<file path="src/rtl/serial_adder_pkg.sv">
// -----------------------------------------------------------------------------
// serial_adder_pkg
// Purpose : Shared definitions for the bit-serial arithmetic blocks
//           (serial_adder now, serial_subtractor later).
// Contents: FSM state encoding, majority-of-three helper.
// Ports   : none (package).
// -----------------------------------------------------------------------------
package serial_adder_pkg;

  // ST_DONE names a state encoding only; it is unrelated to the done output.
  typedef enum logic [1:0] {
    ST_IDLE  = 2'd0,
    ST_SHIFT = 2'd1,
    ST_DONE  = 2'd2
  } state_e;

  // Carry generation of a full adder: true when at least two inputs are set.
  function automatic logic maj3(input logic x, input logic y, input logic z);
    return (x & y) | (x & z) | (y & z);
  endfunction

endpackage

</file>
<file path="src/rtl/serial_adder_full_adder.sv">
// -----------------------------------------------------------------------------
// full_adder
// Purpose : One-bit combinational full adder, the per-bit cell of serial_adder.
//           Port naming mirrors the existing one-bit full subtractor.
// Ports   : A, B, Cin (in)  - operand bits and carry-in
//           sum, Cout (out) - sum bit and carry-out
// -----------------------------------------------------------------------------
module full_adder
  import serial_adder_pkg::*;
(
  input  logic A,
  input  logic B,
  input  logic Cin,
  output logic sum,
  output logic Cout
);

  assign sum  = A ^ B ^ Cin;
  assign Cout = maj3(A, B, Cin);

endmodule

</file>
<file path="src/rtl/serial_adder.sv">
// -----------------------------------------------------------------------------
// serial_adder
// Purpose : Bit-serial ripple adder. Computes a + b + cin one bit per clock,
//           LSB first, through a single full-adder cell and a carry flop.
//           A result takes WIDTH shift cycles plus one DONE cycle.
// Params  : WIDTH - operand/sum width, 2..32.
// Ports   : clk   (in)  rising-edge clock
//           rst_n (in)  synchronous active-low reset
//           start (in)  request an addition, honoured only while idle
//           a, b  (in)  WIDTH-bit addends, captured on accepted start
//           cin   (in)  carry-in, captured on accepted start
//           busy  (out) high while bits are being processed
//           done  (out) one-cycle pulse, sum/cout valid
//           sum   (out) (a + b + cin) mod 2^WIDTH, held until next result
//           cout  (out) carry-out of the MSB, held until next result
// -----------------------------------------------------------------------------
module serial_adder
  import serial_adder_pkg::*;
#(
  parameter int WIDTH = 8
) (
  input  logic             clk,
  input  logic             rst_n,
  input  logic             start,
  input  logic [WIDTH-1:0] a,
  input  logic [WIDTH-1:0] b,
  input  logic             cin,
  output logic             busy,
  output logic             done,
  output logic [WIDTH-1:0] sum,
  output logic             cout
);

  localparam int             CW       = $clog2(WIDTH);
  localparam logic [CW-1:0]  LAST_BIT = CW'(WIDTH - 1);

  state_e           r_state;
  state_e           w_next_state;

  logic [WIDTH-1:0] r_a_sr;
  logic [WIDTH-1:0] r_b_sr;
  logic [WIDTH-1:0] r_sum_sr;
  logic             r_carry;
  logic [CW-1:0]    r_count;

  logic             r_busy;
  logic             r_done;
  logic [WIDTH-1:0] r_sum;
  logic             r_cout;

  logic             w_s;
  logic             w_c;
  logic             w_last;
  logic             w_busy_nxt;
  logic             w_done_nxt;

  // Single per-bit cell fed by the LSBs of the operand shifters and the carry.
  full_adder u_fa (
    .A    (r_a_sr[0]),
    .B    (r_b_sr[0]),
    .Cin  (r_carry),
    .sum  (w_s),
    .Cout (w_c)
  );

  assign w_last = (r_count == LAST_BIT);

  // State register.
  always_ff @(posedge clk) begin
    if (!rst_n) begin
      r_state <= ST_IDLE;
    end else begin
      r_state <= w_next_state;
    end
  end

  // Next-state logic; start is only looked at while idle.
  always_comb begin
    w_next_state = r_state;
    case (r_state)
      ST_IDLE: begin
        if (start) begin
          w_next_state = ST_SHIFT;
        end else begin
          w_next_state = ST_IDLE;
        end
      end
      ST_SHIFT: begin
        if (w_last) begin
          w_next_state = ST_DONE;
        end else begin
          w_next_state = ST_SHIFT;
        end
      end
      ST_DONE: w_next_state = ST_IDLE;
      default: w_next_state = ST_IDLE;
    endcase
  end

  // Output decode from the upcoming state, so the registered flags line up
  // exactly with the state they describe.
  always_comb begin
    w_busy_nxt = 1'b0;
    w_done_nxt = 1'b0;
    case (w_next_state)
      ST_SHIFT: w_busy_nxt = 1'b1;
      ST_DONE:  w_done_nxt = 1'b1;
      default: begin
        w_busy_nxt = 1'b0;
        w_done_nxt = 1'b0;
      end
    endcase
  end

  // Output registers; the result is captured on the edge that enters DONE,
  // taking the final sum bit and carry straight from the cell.
  always_ff @(posedge clk) begin
    if (!rst_n) begin
      r_busy <= 1'b0;
      r_done <= 1'b0;
      r_sum  <= '0;
      r_cout <= 1'b0;
    end else begin
      r_busy <= w_busy_nxt;
      r_done <= w_done_nxt;
      if ((r_state == ST_SHIFT) && w_last) begin
        r_sum  <= {w_s, r_sum_sr[WIDTH-1:1]};
        r_cout <= w_c;
      end
    end
  end

  // Operand/sum shifters, carry flop and bit counter.
  always_ff @(posedge clk) begin
    if (!rst_n) begin
      r_a_sr   <= '0;
      r_b_sr   <= '0;
      r_sum_sr <= '0;
      r_carry  <= 1'b0;
      r_count  <= '0;
    end else begin
      case (r_state)
        ST_IDLE: begin
          if (start) begin
            r_a_sr  <= a;
            r_b_sr  <= b;
            r_carry <= cin;
            r_count <= '0;
          end
        end
        ST_SHIFT: begin
          r_a_sr   <= {1'b0, r_a_sr[WIDTH-1:1]};
          r_b_sr   <= {1'b0, r_b_sr[WIDTH-1:1]};
          r_sum_sr <= {w_s, r_sum_sr[WIDTH-1:1]};
          r_carry  <= w_c;
          // Counter leaves SHIFT at WIDTH-1, so it never needs to wrap.
          r_count  <= r_count + 1'b1;
        end
        default: begin
        end
      endcase
    end
  end

  assign busy = r_busy;
  assign done = r_done;
  assign sum  = r_sum;
  assign cout = r_cout;

endmodule

</file>
<file path="config.mk">
export PLATFORM = sky130hd
export DESIGN_NAME = serial_adder
export DESIGN_NICKNAME = d
export VERILOG_FILES = /design/src/rtl/serial_adder_pkg.sv /design/src/rtl/serial_adder_full_adder.sv /design/src/rtl/serial_adder.sv
export SDC_FILE = /design/constraint.sdc
export NUM_CORES = 1
export LEC_CHECK = 0
export CAP_MARGIN = 25
export CORE_UTILIZATION = 45
export DETAILED_ROUTE_END_ITERATION = 6
export PLACE_DENSITY = 0.79
export SYNTH_ARGS = -nofsm -noshare
export SYNTH_HDL_FRONTEND = slang
export SYNTH_SLANG_ARGS = --single-unit
</file>
<file path="constraint.sdc">
create_clock -name clk -period 1.8 [get_ports clk]
set_input_delay 0.18 -clock clk [delete_from_list [all_inputs] [get_ports clk]]
set_output_delay 0.18 -clock clk [all_outputs]
set_load 0.05 [all_outputs]
</file>
* Yosys cells after proc, flatten, opt, wreduce, memory -nomap -nowiden
Cells that the tools add are included.
Word-level totals: output and inout bits 11, register bits 41
Cells by class: equal/unequal tests 5, bitwise gates (word level) 7, $add $sub $neg 1, mux-type cells 13, reduce and logical (&&, ||, !) cells 4
Operators by type and width (count):
- 8-bit case mux with 2 select lines | 2
- 8-bit two-way mux | 2
- 3-bit case mux with 2 select lines | 1
- 2-bit by 1-bit == test with 1-bit output, second input constant | 2
- 1-bit two-way mux | 4
- 2-bit case mux with 2 select lines | 1
- 3-bit by 1-bit adder with 3-bit output, second input constant | 1
- 1-bit bitwise AND | 3
- 3-bit == test, second input constant | 1
- 3-bit two-way mux | 1
- 2-bit == test, second input constant | 1
- 2-bit zero test | 1
- 2-bit two-way mux | 1
- 2-bit != test, second input constant | 1
- 1-bit OR | 2
- 1-bit case mux with 2 select lines | 1
- 2-bit AND reduction | 1
- 2-bit nonzero test | 1
- 1-bit bitwise XOR | 2
- 1-bit logical AND | 1

* Longest topological paths before layout
depth after elaboration 5, depth in mapped cells 6, depth with buffers taken out 5

* Modules after synthesis
From an unflattened synthesis, not the netlist that was laid out.
Unflattened totals: cell total of the unflattened synthesis 179, area total of the unflattened synthesis 1632.8 µm²
Modules (own cells, without submodules):
- serial_adder | sequential area each 800.8 µm², area an instance 1612.8 µm², times used 1, cells each 178
- full_adder | sequential area each 0.0 µm², area an instance 20.0 µm², times used 1, cells each 1

* Least setup slack after synthesis
OpenSTA, ideal clock, no wires.
path type register -> register, start point register r_count[0], end point register r_sum[5], in the netlist sum[5], required time 1.726 ns, setup slack 0.519 ns, library setup time 0.074 ns, arrival 1.207 ns, stages on the path, launching flop included 7, path buffers 1, cell sequence dfxtp_1 ha_1 ha_1 nand3b_1 clkbuf_1 nand3_1 o21ai_0
On the way: word-level cells in the longest chain between the ends 2
RTL lines:
- from (decl) | RTL line serial_adder.sv:44 | logic [CW-1:0] r_count;
- from (signal assigned) | RTL line serial_adder.sv:157 | r_count <= r_count + 1'b1;
- 3-bit == test | RTL line serial_adder.sv:66 | assign w_last = (r_count == LAST_BIT);
- 1-bit logical AND | RTL line serial_adder.sv:126 | if ((r_state == ST_SHIFT) && w_last) begin
- to (signal assigned) | RTL line serial_adder.sv:127 | r_sum <= {w_s, r_sum_sr[WIDTH-1:1]};
- to (decl) | RTL line serial_adder.sv:48 | logic [WIDTH-1:0] r_sum;
No other way between the ends. A chain may end at the register's enable or synchronous reset.

* Worst setup path in the final report
start point register r_sum[6], in the netlist sum[6], end point output sum[6]
RTL lines:
- to (decl) | RTL line serial_adder.sv:30 | output logic [WIDTH-1:0] sum,
No word-level cell between the ends.

==> metrics <==
status finished, final reports clean; first-pass GRT wire length 5150 µm; Tot GR Track Use between 10% and 20%; DP Area between 0.0015 and 0.002 mm²; Fillers about 300; Worst R2R Path Depth 6; H-tree depth 2; Ant. Diodes 0; post-detail-place hpwl between 2000 and 2500 µm; final net count ~230; RSZ-0062 raised after global routing false; crit-path max FO 2; CP max stage delay 0.80 ns; CP Class reg2out; Setup TNS 0 ns; Post-CTS Setup Inserts 0; CTS tree done; worst skew pair latency between 0.3 and 0.4 ns; Tcrit/Tclk final between 90 and 100%; Rows 21; Via density 5.11; r2r startpoint r_count[0]$_SDFFE_PN0P_; Synth area leader dfxtp_1; worst path buffer plus inverter count 1; Power Density 833 mW/mm²; post-route setup slack 0.131 ns; Initial Util 47.5%; Final GP Congestion 0.744; most common cell in the netlist dfxtp_1; drt initial violations 76; worst clock skew slightly below 0.01 ns; DR WL/cell 11.8 µm; I/O pin total 31; Sink Count 40; Seq cells post-synth 40; number of global-route vias before repair 1149; setup violators final 0; Pre-Repair DR Iteration Count 4; Worst setup EP type primary output; Final Slew Violations 0; Num CTS Buffers 5; critical-path cell list clkdlybuf4s50_1; Reg-to-Reg End sum[1]$_SDFFE_PN0P_; DRC 0; fraction of registers with async set/reset 0%; Syn-to-layout area delta 26.6%; full die area 0.00382 mm²; Design Area, Final slightly above 0.002 mm²; Post-Syn Area per Cell ~9.0 µm²; hold path cells 3; largest net degree at the start of global routing 39; overall routed net length between 3000 and 4000 µm; sequential fraction of the synthesis area 49.7%; CTS Root Cell clkbuf_4; post-route ant nets 0; Fin. Hold Viols 0; flop2flop setup slack 0.34 ns; worst rel slew slack between 60 and 70%; actual slew at the worst max-slew pin between 0.4 and 0.5 ns; worst hold path class in2reg; Leak slightly above 0.7 nW; post-synth cell types 23; synthesized cell area roughly 0.0016 mm²; core area between 0.003 and 0.004 mm²; # hold bufs at CTS 0; maximum vdd drop slightly above 500 µV; port buffer count 30; critical path's slowest cell clkdlybuf4s50_1; die width ~62 µm; clk slew on worst S/H paths 0.11 ns; vias 1302; initial antenna violation count 0; Post-synth EDFFs 0; post_cts resized 0; top-area cell type share of the netlist area about half; Place WS 0.251 ns; maxcap violations 0; Die Y-Extent between 60 and 70 µm; Critical Path Source Type register; synth cell count leaders dfxtp_1, nand2_1, o21ai_0; minimum clock period around 1.7 ns; WHS Endpoint r_a_sr[7]$_SDFFE_PN0P_; Worst Path Required 1.62 ns; Post-Syn Nets between 200 and 250; Yosys Warn Count 0; Synth area leaders dfxtp_1, mux2i_1, nand2_1; clock tree buffer depth 2; layout cells sized above 1 under 10%; hold_sp a[7]; total grt overflow 0; fmax approximately 600 MHz; Post-Syn Instances between 150 and 200; Top FF cell, synth dfxtp_1; CP arrival 1.49 ns; cell family with most CP delay buffers and inverters
through the flow:
step           hold slack, ns  util, %  total power, mW  cells
2_1_floorplan           0.326        -             1.07    180
3_3_place_gp            0.445     57.9             1.14    247
3_5_place_dp            0.449     57.9             1.14    247
4_1_cts                 0.388     60.2             1.71    255
5_1_grt                 0.387     60.2             1.78    255
6_report                0.403     60.2             1.70    255
cell usage in the layout (no fill, tap or decap), drive strengths merged:
cell,Yosys,final
nand2b,1,1
dfxtp,40,40
clkbuf,10,6
nand3,9,9
o21ai,27,27
o22ai,2,2
o211ai,15,15
mux2i,15,15
buf,6,7
a21oi,9,9
nor2b,1,1
fa,1,1
clkdlybuf4s50,0,30
ha,2,2
nor2,5,5
a2111oi,2,2
inv,1,1
or3,2,2
clkinv,0,1
nand3b,1,1
nand2,31,31
bufinv,0,1
cells by family (layout without fill, tap and decap cells):
kind of cell	after synthesis	count (layout)	share of synthesized area (%)
buffers and inverters	17	46	4.66
adders and majority gates	3	3	2.79
AOI/OAI and AO/OA	55	55	20.0
DFF	40	40	49.7
and+or+nand+nor	50	50	13.5
muxes	15	15	9.32
per-layer routing:
layer  GRT usage [%]  up-vias  part of all wire [%]
li1                -      695                     -
met1            24.9      574                    50
met2            27.5       29                    44
met3            6.21        4                   4.2
met4            6.67        0                   1.3
met5               0        -                     0
how the worst max path moves through the flow:
stage                     cells past startpoint  slack [ns]               startpoint                      to
after floorplan                               6        0.52  r_count[0]$_SDFFE_PN0P_     sum[5]$_SDFFE_PN0P_
after global placement                        4        0.29                    rst_n  r_b_sr[0]$_SDFFE_PN0P_
after detailed placement                      4        0.25                    rst_n  r_b_sr[0]$_SDFFE_PN0P_
after CTS                                     1        0.12      sum[2]$_SDFFE_PN0P_                  sum[2]
after global routing                          1        0.06      sum[3]$_SDFFE_PN0P_                  sum[3]
final                                         1        0.13      sum[6]$_SDFFE_PN0P_                  sum[6]
sequential cells by signal, summed over array words and instances, names as in the netlist:
| register | flops |
|---|---|
| r_count | 3 |
| cout | 1 |
| r_sum_sr | 7 |
| busy | 1 |
| r_state | 2 |
| sum | 8 |
| r_a_sr | 8 |
| r_b_sr | 8 |
| done | 1 |
| r_carry | 1 |
area by class of cell:
| class | instances | area (µm²) | area share [%] |
|---|---|---|---|
| clock inverters | 2 | 35.0 | 1.72 |
| well taps | 46 | 57.6 | 2.82 |
| inverters | 1 | 3.75 | 0.184 |
| multi-input cells | 123 | 736 | 36.1 |
| repair buffers | 37 | 365 | 17.9 |
| flip-flops and latches | 40 | 801 | 39.3 |
| clock buffers | 6 | 41.3 | 2.02 |
power breakdown:
part,switching (mW),total (mW),internal (mW)
logic,0.0886,0.180,0.0913
registers,0.0236,0.944,0.921
clock network,0.283,0.574,0.291
(Power assumes the default switching activity.)
